File: config.mk
export PLATFORM = sky130hd
export DESIGN_NAME = ldpc_layer_scheduler_flat
export DESIGN_NICKNAME = d
export VERILOG_FILES = /design/src/rtl/ldpc_pkg.sv /design/src/rtl/ldpc_layer_scheduler_if.sv /design/src/rtl/ldpc_delay_line.sv /design/src/rtl/ldpc_layer_scheduler.sv /design/src/flat_wrapper.sv
export SDC_FILE = /design/constraint.sdc
export NUM_CORES = 1
export LEC_CHECK = 0
export ABC_CLOCK_PERIOD_IN_PS = 2200
export BUFFER_PORTS_ARGS = -buffer_cell sky130_fd_sc_hd__buf_2
export CORE_MARGIN = 2
export CORE_UTILIZATION = 57
export CTS_BUF_LIST = sky130_fd_sc_hd__clkbuf_4
export DETAILED_ROUTE_END_ITERATION = 8
export GPL_TIMING_DRIVEN = 0
export MAX_ROUTING_LAYER = met4
export PLACE_DENSITY = 0.88
export SLEW_MARGIN = 20
export SYNTH_ARGS = -nofsm -noshare
export SYNTH_HDL_FRONTEND = slang
export SYNTH_SLANG_ARGS = --single-unit
File: constraint.sdc
create_clock -name i_clock -period 2.2 [get_ports i_clock]
set_input_delay 0.55 -clock i_clock [delete_from_list [all_inputs] [get_ports i_clock]]
set_output_delay 0.55 -clock i_clock [all_outputs]
set_load 0.05 [all_outputs]
File: src/rtl/ldpc_pkg.sv
// Shared types and defaults for the LDPC layer scheduler and its datapath neighbours.
package ldpc_pkg;

    localparam int DEF_NUM_ROWS    = 12;
    localparam int DEF_CNU_LATENCY = 5;
    localparam int ITER_W          = 4;

    typedef logic [$clog2(DEF_NUM_ROWS)-1:0] row_idx_t;
    typedef logic [ITER_W-1:0]               iter_t;

    typedef enum logic [2:0] {
        ST_IDLE  = 3'd0,
        ST_ISSUE = 3'd1,
        ST_DRAIN = 3'd2,
        ST_CHECK = 3'd3,
        ST_DONE  = 3'd4
    } sched_state_t;

    // An iteration limit of zero still runs one full sweep.
    function automatic iter_t sat_max_iter(input iter_t raw);
        return (raw == '0) ? iter_t'(1) : raw;
    endfunction

endpackage

File: src/rtl/ldpc_layer_scheduler_if.sv
// Control, CNU issue and write-back signals between decoder control, the scheduler and the CNU/LLR datapath.
interface ldpc_layer_scheduler_if #(
    parameter int ROW_W = 4
);
    import ldpc_pkg::*;

    // Handshake: a row is issued exactly in a cycle with o_cnu_valid high, which only
    // happens while i_mem_ready is high; there is no other backpressure. o_wb_valid
    // marks a write-back cycle and i_syndrome_fail is only meaningful in those cycles.
    logic              i_start;
    iter_t             i_max_iter;
    logic              i_abort;
    logic              i_mem_ready;
    logic              i_syndrome_fail;
    logic              o_busy;
    logic              o_cnu_valid;
    logic [ROW_W-1:0]  o_cnu_row;
    logic              o_wb_valid;
    logic [ROW_W-1:0]  o_wb_row;
    logic              o_done;
    logic              o_converged;
    iter_t             o_iter_count;

    modport master (
        output i_start, i_max_iter, i_abort, i_mem_ready, i_syndrome_fail,
        input  o_busy, o_cnu_valid, o_cnu_row, o_wb_valid, o_wb_row,
               o_done, o_converged, o_iter_count
    );

    modport slave (
        input  i_start, i_max_iter, i_abort, i_mem_ready, i_syndrome_fail,
        output o_busy, o_cnu_valid, o_cnu_row, o_wb_valid, o_wb_row,
               o_done, o_converged, o_iter_count
    );

endinterface

File: src/rtl/ldpc_delay_line.sv
// Fixed-depth shift register modelling CNU pipeline occupancy; the MSB of each entry is its valid bit.
module ldpc_delay_line #(
    parameter int DEPTH = 5,
    parameter int WIDTH = 5
) (
    input  logic             i_clock,
    input  logic             i_reset,
    input  logic             i_flush,
    input  logic [WIDTH-1:0] i_data,
    output logic [WIDTH-1:0] o_data,
    output logic             o_any_valid
);

    logic [WIDTH-1:0] stage_q [DEPTH];

    always_ff @(posedge i_clock) begin
        if (i_reset || i_flush) begin
            for (int i = 0; i < DEPTH; i++) begin
                stage_q[i] <= '0;
            end
        end else begin
            stage_q[0] <= i_data;
            for (int i = 1; i < DEPTH; i++) begin
                stage_q[i] <= stage_q[i-1];
            end
        end
    end

    assign o_data = stage_q[DEPTH-1];

    // Only entries not yet at the output count: the entry at the output is being
    // written back this cycle, so the caller may move on once nothing else is queued.
    always_comb begin
        o_any_valid = 1'b0;
        for (int i = 0; i < DEPTH - 1; i++) begin
            o_any_valid = o_any_valid | stage_q[i][WIDTH-1];
        end
    end

endmodule

File: src/rtl/ldpc_layer_scheduler.sv
// Layered LDPC iteration sequencer: issues check rows to the CNU, tracks write-back, and decides convergence.
module ldpc_layer_scheduler
    import ldpc_pkg::*;
#(
    parameter int NUM_ROWS    = DEF_NUM_ROWS,
    parameter int CNU_LATENCY = DEF_CNU_LATENCY
) (
    input  logic                  i_clock,
    input  logic                  i_reset,
    ldpc_layer_scheduler_if.slave bus,
    output sched_state_t          o_state
);

    localparam int              ROW_W    = $clog2(NUM_ROWS);
    localparam logic [ROW_W-1:0] LAST_ROW = ROW_W'(NUM_ROWS - 1);

    sched_state_t     state_q, state_d;
    logic [ROW_W-1:0] row_q, row_d;
    iter_t            max_q, max_d;
    iter_t            iter_q, iter_d;
    logic             fail_q, fail_d;
    logic             conv_q, conv_d;

    logic             cnu_valid;
    logic             flush;
    logic             in_flight;
    logic [ROW_W:0]   wb_word;
    logic             wb_valid;
    logic [ROW_W-1:0] wb_row;

    ldpc_delay_line #(
        .DEPTH (CNU_LATENCY),
        .WIDTH (ROW_W + 1)
    ) u_delay_line (
        .i_clock     (i_clock),
        .i_reset     (i_reset),
        .i_flush     (flush),
        .i_data      ({cnu_valid, row_q}),
        .o_data      (wb_word),
        .o_any_valid (in_flight)
    );

    assign wb_valid = wb_word[ROW_W];
    assign wb_row   = wb_word[ROW_W-1:0];

    always_ff @(posedge i_clock) begin
        if (i_reset) begin
            state_q <= ST_IDLE;
            row_q   <= '0;
            max_q   <= '0;
            iter_q  <= '0;
            fail_q  <= 1'b0;
            conv_q  <= 1'b0;
        end else begin
            state_q <= state_d;
            row_q   <= row_d;
            max_q   <= max_d;
            iter_q  <= iter_d;
            fail_q  <= fail_d;
            conv_q  <= conv_d;
        end
    end

    always_comb begin
        state_d   = state_q;
        row_d     = row_q;
        max_d     = max_q;
        iter_d    = iter_q;
        fail_d    = fail_q;
        conv_d    = conv_q;
        cnu_valid = 1'b0;
        flush     = 1'b0;

        if (wb_valid && bus.i_syndrome_fail) begin
            fail_d = 1'b1;
        end

        case (state_q)
            ST_IDLE: begin
                if (bus.i_start) begin
                    state_d = ST_ISSUE;
                    max_d   = sat_max_iter(bus.i_max_iter);
                    iter_d  = '0;
                    row_d   = '0;
                    fail_d  = 1'b0;
                    conv_d  = 1'b0;
                end
            end
            ST_ISSUE: begin
                cnu_valid = bus.i_mem_ready;
                if (bus.i_mem_ready) begin
                    if (row_q == LAST_ROW) begin
                        row_d   = '0;
                        state_d = ST_DRAIN;
                    end else begin
                        row_d = row_q + 1'b1;
                    end
                end
            end
            ST_DRAIN: begin
                // Hold off the next sweep until every issued row has reached write-back.
                if (!in_flight) begin
                    state_d = ST_CHECK;
                end
            end
            ST_CHECK: begin
                iter_d = iter_q + iter_t'(1);
                if (!fail_q) begin
                    state_d = ST_DONE;
                    conv_d  = 1'b1;
                end else if (iter_d == max_q) begin
                    state_d = ST_DONE;
                    conv_d  = 1'b0;
                end else begin
                    state_d = ST_ISSUE;
                    fail_d  = 1'b0;
                    row_d   = '0;
                end
            end
            ST_DONE: begin
                state_d = ST_IDLE;
            end
            default: begin
                state_d = ST_IDLE;
            end
        endcase

        // An abandoned decode leaves no result behind and does not count a partial iteration.
        if (bus.i_abort && (state_q != ST_IDLE)) begin
            state_d = ST_IDLE;
            flush   = 1'b1;
            conv_d  = 1'b0;
            iter_d  = iter_q;
        end
    end

    assign bus.o_busy       = (state_q == ST_ISSUE) || (state_q == ST_DRAIN) || (state_q == ST_CHECK);
    assign bus.o_cnu_valid  = cnu_valid;
    assign bus.o_cnu_row    = row_q;
    assign bus.o_wb_valid   = wb_valid;
    assign bus.o_wb_row     = wb_row;
    assign bus.o_done       = (state_q == ST_DONE);
    assign bus.o_converged  = conv_q;
    assign bus.o_iter_count = iter_q;
    assign o_state          = state_q;

endmodule

File: src/flat_wrapper.sv
// flat-port wrapper written by rule: the top's interface ports become plain ports
module ldpc_layer_scheduler_flat import ldpc_pkg::*;
#(
    parameter int NUM_ROWS    = DEF_NUM_ROWS,
    parameter int CNU_LATENCY = DEF_CNU_LATENCY
)
  (i_clock, i_reset, o_state, bus_i_start, bus_i_max_iter, bus_i_abort, bus_i_mem_ready, bus_i_syndrome_fail, bus_o_busy, bus_o_cnu_valid, bus_o_cnu_row, bus_o_wb_valid, bus_o_wb_row, bus_o_done, bus_o_converged, bus_o_iter_count);
  ldpc_layer_scheduler_if #(.ROW_W(($clog2(NUM_ROWS)))) bus_i ();
  input  logic i_clock;
  input  logic i_reset;
  output sched_state_t o_state;
  input wire logic [$bits(bus_i.i_start)-1:0] bus_i_start;
  input wire logic [$bits(bus_i.i_max_iter)-1:0] bus_i_max_iter;
  input wire logic [$bits(bus_i.i_abort)-1:0] bus_i_abort;
  input wire logic [$bits(bus_i.i_mem_ready)-1:0] bus_i_mem_ready;
  input wire logic [$bits(bus_i.i_syndrome_fail)-1:0] bus_i_syndrome_fail;
  output wire logic [$bits(bus_i.o_busy)-1:0] bus_o_busy;
  output wire logic [$bits(bus_i.o_cnu_valid)-1:0] bus_o_cnu_valid;
  output wire logic [$bits(bus_i.o_cnu_row)-1:0] bus_o_cnu_row;
  output wire logic [$bits(bus_i.o_wb_valid)-1:0] bus_o_wb_valid;
  output wire logic [$bits(bus_i.o_wb_row)-1:0] bus_o_wb_row;
  output wire logic [$bits(bus_i.o_done)-1:0] bus_o_done;
  output wire logic [$bits(bus_i.o_converged)-1:0] bus_o_converged;
  output wire logic [$bits(bus_i.o_iter_count)-1:0] bus_o_iter_count;
  assign bus_i.i_start = bus_i_start;
  assign bus_i.i_max_iter = bus_i_max_iter;
  assign bus_i.i_abort = bus_i_abort;
  assign bus_i.i_mem_ready = bus_i_mem_ready;
  assign bus_i.i_syndrome_fail = bus_i_syndrome_fail;
  assign bus_o_busy = bus_i.o_busy;
  assign bus_o_cnu_valid = bus_i.o_cnu_valid;
  assign bus_o_cnu_row = bus_i.o_cnu_row;
  assign bus_o_wb_valid = bus_i.o_wb_valid;
  assign bus_o_wb_row = bus_i.o_wb_row;
  assign bus_o_done = bus_i.o_done;
  assign bus_o_converged = bus_i.o_converged;
  assign bus_o_iter_count = bus_i.o_iter_count;
  ldpc_layer_scheduler #(.NUM_ROWS(NUM_ROWS), .CNU_LATENCY(CNU_LATENCY)) u_core (.i_clock(i_clock), .i_reset(i_reset), .bus(bus_i), .o_state(o_state));
endmodule
==> impl_metrics.tcl, run 1 <==
set metrics [dict create \
    grt_pass1_vias 1213 \
    relSlewSlack_pct 68.0 \
    die-area_um2 3360 \
    grt_max_degree 13 \
    crit_required_ns 1.65 \
    worstSetupStartpointType "flop" \
    cp-startpoint "u_core.o_state[1]" \
    cts_tree "yes" \
    cp_cell_sequence "buf_2, nor3b_2, nand2_1, inv_1, clkbuf_4" \
    leakage_nw 0.862 \
    hold_viol_final 0 \
    pwr-share-seq_pct 61.3 \
    postSynthRegisterBits 42 \
    place.gp.congestion 0.847 \
    hpwl_um 2420 \
    path_max_fanout 10 \
    synth_nets 189 \
    core_area_um2 2760 \
    r2r-start "u_core.o_state[0]" \
    crit_path_top_delay_cell "dfxtp_1" \
    rows 19 \
    netSwitchingFraction_pct 25.1 \
    clock-sinks 42 \
    cts-root-buf "clkbuf_4" \
    clock_latency_ns 0.35 \
    grt_pass1_wl_um 5390 \
    die_h_um 57.9 \
    routed_wl_um 3220 \
    diodes 0 \
    nets 224 \
    area_growth_pct 14.9 \
    p_clk_share_pct 28.5 \
    io_buffers 29 \
    rsz0062_at_grt "no" \
    place_area_um2 1840 \
    yosysSeqAreaShare_pct 50.7 \
    cts_made_buffers 5 \
    synth_cell_type_count 39 \
    cts-resized-gates 3 \
    fillers 213 \
    critPathCaptureType "primary output" \
    period_minus_slack_ns 2.10 \
    syn_avg_cell_area_um2 9.37 \
    multiInputGateArea_um2 734 \
    clock_skew_ns 0.00873 \
    antenna_found_initial 0 \
    track_usage_pct 22.1 \
    hold_buffers 0 \
    synthFlopType "dfxtp_1" \
    power_density_nw_per_um2 666 \
    p_comb_share_pct 10.2 \
    clk_path_buf_depth 2 \
    worstHoldStart "i_reset" \
    grt-ovfl-total 0 \
    ir_drop_mv 0.592 \
    wl_per_cell_um 13.2 \
    tightest_slew_ns 0.476 \
    setup_violations 0 \
    io_pins 30 \
    ant_nets 0 \
    cts_setup_buffers 0 \
    ff_latch_area_um2 842 \
    drt_iter0_markers 51 \
    ys_warn_count 0 \
    critPathArrivalTime_ns 1.55 \
    critical_path_class "reg2out" \
    period_share_pct 95.7 \
    die_w_um 57.9 \
    cap_violations 0 \
    drt_pass1_iterations 4 \
    fin_area_um2 1910 \
    cts-htree-levels 2 \
    cpPeakStageDelay_ns 0.36 \
    setup_tns_ns 0 \
    clk_pin_slew_ns 0.12 \
    cellInternalPower_w 0.000951 \
    max_freq_mhz 475 \
    postSynth.asyncResetShare_pct 0 \
    vias 1329 \
    status "complete, no violations" \
    synthesis.instances 177 \
    syn_area_um2 1660 \
    drv_slew 0 \
    avgViaCountPerCell 5.45 \
    drc 0 \
    synth_edf_count 0 \
    drive_gt1_share_pct 24.4 \
    start_util_pct 60.1 \
    p_sw_w 0.000319 \
    hp-class "in2reg" \
]
-- per-stage QoR --
step | hold WS, ns | setup WS [ns] | total power [W] | util [%] | cells
finish | 0.428 | 0.0956 | 0.00127 | 69.1 | 244
global route | 0.422 | 0.00550 | 0.00133 | 69.1 | 244
CTS | 0.414 | 0.0318 | 0.00128 | 69.0 | 244
detailed placement | 0.413 | 0.123 | 0.000922 | 66.9 | 237
global placement | 0.408 | 0.153 | 0.000916 | 66.9 | 237
floorplan | 0.406 | -0.00197 | 0.000886 | - | 177
-- worst max-delay path: cells and delay by family, from the launching register on --
kind / cells / cell delay, ns
buf+inv: 3 / 0.50
flops: 1 / 0.36
simple gates: 2 / 0.35
-- cell usage in the layout, fill, tap and decap left out, drive strengths merged, types with 2 or more instances in the layout --
cell type  count
xor2           2
a21oi         17
dfxtp         42
clkbuf        11
ha             2
or2            3
xnor2          2
clkinv         2
nand3          3
nor2b          3
or3b           2
a31oi          2
nand2          8
mux2i          2
o31ai          2
nor2          15
buf           35
o21ai          9
and2          26
inv            4
nor3           4
-- cell type report --
| class | count | share of cell area (%) |
|---|---|---|
| clock buffer | 6 | 2.36 |
| clock inverter | 2 | 0.460 |
| inverter | 4 | 0.788 |
| tap | 31 | 2.04 |
| multi-input combinational | 119 | 38.5 |
| sequential | 42 | 44.2 |
| timing repair buffer | 29 | 7.75 |
| buffer | 11 | 3.87 |
-- worst paths after layout --
check / endpoint / slack, ns / depth (start not counted)
hold / removal: u_core.bus.o_iter_count[2] / 0.43 / 2
setup / recovery: bus_o_cnu_valid / 0.1 / 5
setup reg to reg: u_core.bus.o_iter_count[2] / 0.29 / 6
hold reg to reg: u_core.u_delay_line.stage_q[0][7] / 0.44 / 1
-- registers in the layout, indices dropped and copies added (netlist names) --
| name | flops |
|---|---|
| u_core.bus.o_converged | 1 |
| u_core.bus.o_cnu_row | 4 |
| u_core.fail_q | 1 |
| u_core.u_delay_line.stage_q | 25 |
| u_core.o_state | 3 |
| u_core.max_q | 4 |
| u_core.bus.o_iter_count | 4 |
-- cell usage after synthesis, types with 3 or more instances --
cell type  count  area share [%]
nor2b_1        3             1.1
nand3_1        3            0.91
nor2_1        15             3.4
and2_1        26             9.8
or2_2          3             1.1
inv_1          4            0.91
o21ai_0        9             2.7
a21oi_1       17             5.1
buf_4          4             1.8
nand2_1        8             1.8
dfxtp_1       42              51
clkbuf_1       6             1.4
nor3_1         4             1.2
-- power by group through the flow --
| stage | Combinational [W] | Clock (W) | Sequential (W) |
|---|---|---|---|
| after CTS | 0.000129 | 0.000373 | 0.000778 |
| after global placement | 0.000122 | 0 | 0.000794 |
| final | 0.000130 | 0.000362 | 0.000778 |
| after floorplan | 0.0000819 | 0 | 0.000804 |
| after detailed placement | 0.000127 | 0 | 0.000795 |
| after global routing | 0.000142 | 0.000406 | 0.000780 |
-- kinds of logic (layout without fill, tap and decap cells) --
family / count (synthesis) / in the layout / share of synthesized area [%]
flops: 42 / 42 / 50.7
simple gates: 71 / 71 / 23.5
mux: 2 / 2 / 1.21
buf+inv: 16 / 52 / 5.43
fa+ha+maj: 2 / 2 / 1.51
compound gates: 39 / 39 / 14.2
xor+xnor: 5 / 5 / 3.47
-- layer usage --
layer / track usage [%] / share of wire [%] / up-vias
met5: - / 0 / -
met4: 7.31 / 1.5 / 0
met3: 6.92 / 6.8 / 5
met2: 35.2 / 50 / 41
met1: 26.8 / 42 / 615
li1: - / - / 668
No activity file was read; power rests on OpenSTA's default activity.
==> run 2: changes to the inputs <==
--- a/config.mk
+++ b/config.mk
@@ -8,7 +8,7 @@
 export ABC_CLOCK_PERIOD_IN_PS = 2200
 export BUFFER_PORTS_ARGS = -buffer_cell sky130_fd_sc_hd__buf_2
 export CORE_MARGIN = 2
-export CORE_UTILIZATION = 57
+export CORE_UTILIZATION = 58
 export CTS_BUF_LIST = sky130_fd_sc_hd__clkbuf_4
 export DETAILED_ROUTE_END_ITERATION = 8
 export GPL_TIMING_DRIVEN = 0
@@ -17,4 +17,5 @@
 export SLEW_MARGIN = 20
 export SYNTH_ARGS = -nofsm -noshare
 export SYNTH_HDL_FRONTEND = slang
+export SYNTH_HIERARCHICAL = 1
 export SYNTH_SLANG_ARGS = --single-unit
==> run 2 against run 1 <==
Against the previous run: critical path depth fell by 1; synthesized cell count fell by 2.8%; global-route usage rose by 0.66 points; cell area rose by 16%; largest cell class is now multi-input gates; die area rose by 12%; clock skew rose by 0.0014 ns; combinational power rose by 20%; area after synthesis rose by 14%; clock-buffer cell count fell by 1; wire length rose by 16%; flip-flop and latch count did not move.
==> impl_metrics.tcl, run 2 <==
set metrics [dict create \
    hp-class "in2reg" \
    leakage_nw 0.904 \
    final_cell_mix "40 x dfxtp_1, 30 x buf_2, 20 x nor3b_2" \
    tightest_slew_ns 0.609 \
    period_share_pct 96.4 \
    reg2reg_setup_slack_ns 0.32 \
    dp_cells 244 \
    worstSetupStartpointType "flop" \
    regMostFlops "u_core/u_delay_line/stage_q" \
    crit_path_top_delay_cell "dfxtp_2" \
    clock_latency_ns 0.35 \
    drt_iter0_markers 68 \
    r2r-start "u_core/bus.o_iter_count[0]" \
    critPathArrivalTime_ns 1.57 \
    place.gp.congestion 0.893 \
    postSynthRegisterBits 42 \
    mostFrequentLayoutCell "dfxtp_1" \
    vias 1408 \
    routed_wl_um 3720 \
    status "complete, no violations" \
    yosys-top-cells-area "dfxtp_1 44%, nor3b_2 13%, buf_4 3.6%, nor2_1 3.0%, nor3b_1 2.4%" \
    track_usage_pct 22.8 \
    reg2reg_depth 5 \
    wl_per_cell_um 14.8 \
    cellInternalPower_w 0.00119 \
    critical_path_class "reg2out" \
    cp_top_family "simple AND/OR/NAND/NOR gates" \
    avgViaCountPerCell 5.59 \
    postSynth.asyncResetShare_pct 0 \
    cts-htree-levels 2 \
    grt-ovfl-total 0 \
    crit_required_ns 1.65 \
    synthFlopType "dfxtp_1" \
    cpPeakStageDelay_ns 0.39 \
    diodes 0 \
    clock_skew_ns 0.0101 \
    die_h_um 61.2 \
    ir_drop_mv 0.444 \
    area_growth_pct 16.2 \
    relSlewSlack_pct 59.2 \
    syn_avg_cell_area_um2 11.0 \
    min_to "u_core/o_state[1]" \
    rows 20 \
    clk_path_buf_depth 2 \
    grt_max_degree 15 \
    drive_gt1_share_pct 39.4 \
    synth_commonest_cells "42 x dfxtp_1, 20 x nor3b_2, 15 x nor2_1" \
    cap_violations 0 \
    worst-path-buf-inv 2 \
    synth_most_common_cell "dfxtp_1" \
    setup_tns_ns 0 \
    antenna_found_initial 0 \
    grt_pass1_wl_um 6000 \
    synth.top_cell.area_share_pct 44.3 \
    power_density_nw_per_um2 704 \
    core_area_um2 3080 \
    worstHoldStart "bus_i_abort" \
    period_minus_slack_ns 2.12 \
    finalPower_w 0.00155 \
    p_clk_share_pct 39.4 \
    ys_warn_count 6 \
    whs_path_depth 2 \
    rsz0062_at_grt "no" \
    clk_pin_slew_ns 0.13 \
    timing.final.ws_setup_ns 0.0795 \
    drc 0 \
    synth_cell_type_count 52 \
    cts_tree "yes" \
    netSwitchingFraction_pct 23.5 \
    grt_pass1_vias 1263 \
    clock-sinks 42 \
    setup_violations 0 \
    critPathCaptureType "primary output" \
    start_util_pct 61.6 \
    cts-root-buf "clkbuf_4" \
    stdcell_count 252 \
    drv_slew 0 \
    path_max_fanout 10 \
    cp_cell_sequence "buf_4, or2_1, and2_1, buf_2" \
    io_buffers 28 \
    cts_setup_buffers 0 \
    hpwl_um 2720 \
    timing.rr.end "u_core/o_state[2]" \
    cts_made_buffers 5 \
    largest_reg_flops 25 \
    synth_edf_count 0 \
    io_pins 30 \
    drt_pass1_iterations 4 \
    nets 219 \
    yosysSeqAreaShare_pct 44.3 \
    yosys.area.top_type "dfxtp_1" \
    ant_nets 0 \
    p_sw_w 0.000365 \
    die_w_um 61.2 \
    max_freq_mhz 472 \
    synthesis.instances 172 \
    pwr-share-seq_pct 50.6 \
    die-area_um2 3740 \
    hold_viol_final 0 \
    dpl_worst_slack_ns 0.360 \
    synth_nets 184 \
    p_comb_share_pct 10.1 \
    syn_area_um2 1900 \
]
-- run 2: changes by cell type after synthesis, sizes merged, moves of 5 or more --
cell,delta
and2,-25
nor3b,+25
a21oi,-13
buf,+9
o21ai,-7
nand2,-6
clkbuf,-5
-- run 2: kinds of logic after synthesis --
logic type	synth area share [%]
buffers and inverters	7.65
AO/OA/AOI/OAI	13.3
AND/OR/NAND/NOR	27.6
multiplexers	2.70
adder cells (fa/ha/maj)	1.32
flip-flops	44.3
XOR/XNOR	3.10
-- run 2: worst max path at each step --
stage / cells past startpoint / from / slack [ns] / end
finish: 4 / u_core/o_state[0] / 0.08 / bus_o_busy
global route: 4 / u_core/o_state[0] / 0.008 / bus_o_busy
CTS: 4 / u_core/o_state[0] / 0.08 / bus_o_busy
detailed placement: 5 / u_core/bus.o_iter_count[0] / 0.36 / u_core/o_state[2]
global placement: 4 / bus_i_mem_ready / 0.42 / bus_o_cnu_valid
floorplan: 3 / u_core/o_state[1] / 0.07 / bus_o_busy
-- run 2: metrics by stage --
| stage | hold WS [ns] | utilization, % | instance area (um^2) |
|---|---|---|---|
| detailed placement | 0.453 | 68.0 | 2090 |
| global route | 0.442 | 71.6 | 2200 |
| CTS | 0.440 | 71.6 | 2200 |
| floorplan | 0.441 | - | 1900 |
| finish | 0.441 | 71.6 | 2200 |
| global placement | 0.445 | 68.0 | 2090 |
-- run 2: metal layers --
| layer | part of all wire (%) | track usage (%) | vias to the layer above |
|---|---|---|---|
| met3 | 5.3 | 5.67 | 8 |
| li1 | - | - | 685 |
| met2 | 47 | 34.2 | 51 |
| met5 | 0 | - | - |
| met1 | 46 | 30.6 | 664 |
| met4 | 1.4 | 6.52 | 0 |
-- run 2: final cells by class --
class | count | area, um^2
Fill cell | 240 | 875
Multi-Input combinational cell | 107 | 913
Timing Repair Buffer | 28 | 140
Clock inverter | 3 | 68.8
Clock buffer | 5 | 37.5
Sequential cell | 42 | 843
Inverter | 7 | 26.3
Tap cell | 44 | 55.1
Buffer | 16 | 119
-- run 2: power groups by stage --
| stage | registers, W | logic (W) | clock network (W) |
|---|---|---|---|
| 6_report | 0.000784 | 0.000156 | 0.000610 |
| 2_1_floorplan | 0.000808 | 0.000108 | 0 |
| 4_1_cts | 0.000784 | 0.000155 | 0.000614 |
| 3_3_place_gp | 0.000799 | 0.000147 | 0 |
| 3_5_place_dp | 0.000800 | 0.000154 | 0 |
| 5_1_grt | 0.000786 | 0.000167 | 0.000649 |
-- run 2: what timing repair did --
action	CTS	global route
setup endpoints to repair	1	0
hold buffers	0	0
resized for setup	2	0
==> run 3: changes to the inputs <==
--- a/config.mk
+++ b/config.mk
@@ -5,6 +5,7 @@
 export SDC_FILE = /design/constraint.sdc
 export NUM_CORES = 1
 export LEC_CHECK = 0
+export ABC_AREA = 1
 export ABC_CLOCK_PERIOD_IN_PS = 2200
 export BUFFER_PORTS_ARGS = -buffer_cell sky130_fd_sc_hd__buf_2
 export CORE_MARGIN = 2
==> run 3 against run 2 <==
Against the previous run: worst setup slack improved by 0.12 ns; sequential power up 19%; final cell count grew 30%; critical endpoint is now bus_o_cnu_valid; wire length fell by 16%; critical path depth unchanged; power increased by 46%; largest cell class is now registers.
==> impl_metrics.tcl, run 3 <==
set metrics [dict create \
    status "complete, no violations" \
    syn_avg_cell_area_um2 7.75 \
    hold_buffers 0 \
    io_buffers 29 \
    diodes 0 \
    synth_commonest_cells "49 x inv_1, 42 x dfxtp_1, 39 x nand2_1" \
    synth_most_common_cell "inv_1" \
    die_h_um 61.4 \
    cap_violations 0 \
    cts-root-buf "clkbuf_4" \
    setup_tns_ns 0 \
    clock-sinks 42 \
    die_w_um 61.4 \
    final_cell_mix "49 x inv_1, 42 x dfxtp_1, 39 x nand2_1" \
    p_clk_share_pct 16.5 \
    clk_pin_slew_ns 0.11 \
    avgViaCountPerCell 4.66 \
    die-area_um2 3770 \
    ir_drop_mv 0.780 \
    pwr-share-seq_pct 41.2 \
    drc 0 \
    drt_iter0_markers 47 \
    track_usage_pct 19.4 \
    cts_tree "yes" \
    synthesis.instances 247 \
    postSynthRegisterBits 42 \
    start_util_pct 61.7 \
    period_minus_slack_ns 2.00 \
    cts_setup_buffers 0 \
    cts_made_buffers 5 \
    core_area_um2 3100 \
    max_freq_mhz 500 \
    multiInputGateArea_um2 790 \
    rsz0062_at_grt "no" \
    critPathArrivalTime_ns 1.45 \
    synth_adder_area_share_pct 1.31 \
    synthMuxAreaShare_pct 0 \
    hpwl_um 2430 \
    area_growth_pct 13.9 \
    postSynth.asyncResetShare_pct 0 \
    ant_nets 0 \
    leakage_nw 0.981 \
    power_density_nw_per_um2 1040 \
    timing.hold.ws_ns 0.416 \
    grt_pass1_vias 1255 \
    hold_viol_final 0 \
    place.gp.congestion 0.832 \
    p_comb_share_pct 42.3 \
    synth-simple-area-share_pct 33.1 \
    relSlewSlack_pct 69.9 \
    grt_pass1_wl_um 5140 \
    ys_warn_count 6 \
    synth_compound_area_share_pct 5.10 \
    yosysSeqAreaShare_pct 44.0 \
    setup_violations 0 \
    critPathCaptureType "primary output" \
    grt_max_degree 14 \
    clk_path_buf_depth 2 \
    regMostFlops "u_core/u_delay_line/stage_q" \
    critical_path_class "reg2out" \
    nets 295 \
    synth_nets 259 \
    antenna_found_initial 0 \
    synth_edf_count 0 \
    worstSetupStartpointType "flop" \
    cts-htree-levels 2 \
    netSwitchingFraction_pct 43.1 \
    synth_cell_type_count 31 \
    mostFrequentLayoutCell "inv_1" \
    crit_required_ns 1.65 \
    drv_slew 0 \
    cts-resized-gates 0 \
    synth.top_cell.area_share_pct 44.0 \
    yosys.area.top_type "dfxtp_1" \
    rows 20 \
    largest_reg_flops 25 \
    period_share_pct 90.9 \
    clock_skew_ns 0.0107 \
    io_pins 30 \
    cellInternalPower_w 0.00129 \
    ff_latch_area_um2 841 \
    synth_top_family_by_area "simple AND/OR/NAND/NOR gates" \
    yosys-top-cells-area "dfxtp_1 44%, inv_1 9.6%, nand2_1 7.7%, nor2_2 6.5%, nor2_1 4.9%" \
    drive_gt1_share_pct 31.0 \
    grt-ovfl-total 0 \
    fillers 258 \
    hp-class "reg2reg" \
    tightest_slew_ns 0.452 \
    wl_per_cell_um 9.53 \
    drt_pass1_iterations 4 \
    synthFlopType "dfxtp_1" \
    clock_latency_ns 0.35 \
    syn_area_um2 1910 \
    routed_wl_um 3130 \
    path_max_fanout 6 \
    p_sw_w 0.000973 \
    synth_xor_area_share_pct 1.37 \
    vias 1530 \
]
run 3: cell count changes in the layout (fill, tap and decap cells not counted), sizes merged, moves of 6 or more:
| cell | change |
|---|---|
| inv | +48 |
| nand2 | +41 |
| nor2 | +35 |
| nor3b | -26 |
| nand3 | +8 |
| buf | -6 |
| nand4 | +6 |
run 3: metal layers:
| metal | GRT usage (%) | part of all wire, % | vias up |
|---|---|---|---|
| li1 | - | - | 810 |
| met3 | 5.67 | 6.0 | 6 |
| met4 | 7.90 | 1.6 | 0 |
| met2 | 29.5 | 45 | 36 |
| met5 | - | 0 | - |
| met1 | 24.3 | 47 | 678 |
run 3: metrics by stage:
stage | cells | setup slack (ns) | instance area [um^2] | util (%) | total power (W)
6_report | 328 | 0.200 | 2180 | 70.2 | 0.00226
5_1_grt | 328 | 0.135 | 2180 | 70.2 | 0.00241
4_1_cts | 328 | 0.188 | 2180 | 70.2 | 0.00228
3_5_place_dp | 320 | 0.549 | 2120 | 68.3 | 0.00190
3_3_place_gp | 320 | 0.548 | 2120 | 68.3 | 0.00188
2_1_floorplan | 247 | 0.0588 | 1920 | - | 0.00173
run 3: cell families after synthesis:
kind of cell / count (synthesis)
DFF: 42
AOI/OAI and AO/OA: 17
buffers and inverters: 64
and+or+nand+nor: 119
adders and majority gates: 2
xor gates and xnor gates: 3
run 3: final timing paths:
kind / start / endpoint / slack (ns) / cells after the start
setup / recovery: u_core/o_state[2] / bus_o_cnu_valid / 0.20 / 4
hold / removal: u_core/u_delay_line/stage_q[0][18] / u_core/u_delay_line/stage_q[0][23] / 0.42 / 2
setup reg to reg: u_core/bus.o_iter_count[0] / u_core/bus.o_cnu_row[3] / 0.52 / 9
hold reg to reg: u_core/u_delay_line/stage_q[0][18] / u_core/u_delay_line/stage_q[0][23] / 0.42 / 2
run 3: layout make-up:
cell class	instances	share of cell area (%)
flip-flops and latches	42	38.6
multi-input cells	141	36.2
inverters	55	9.47
repair buffers	29	6.66
plain buffers	9	3.85
well taps	44	2.53
clock buffers	6	2.07
clock inverters	2	0.631
run 3: power groups by stage:
stage / Combinational, W / Sequential [W] / Clock, W
after floorplan: 0.000631 / 0.00110 / 0
after global placement: 0.000934 / 0.000944 / 0
after detailed placement: 0.000955 / 0.000947 / 0
after CTS: 0.000959 / 0.000931 / 0.000391
after global routing: 0.00105 / 0.000944 / 0.000416
final: 0.000955 / 0.000930 / 0.000373
run 3: critical path: stages, from the launching register on:
cell,delay [ns]
dfxtp_1,0.39
inv_2,0.15
nand3_2,0.16
nor2_2,0.13
buf_2,0.27
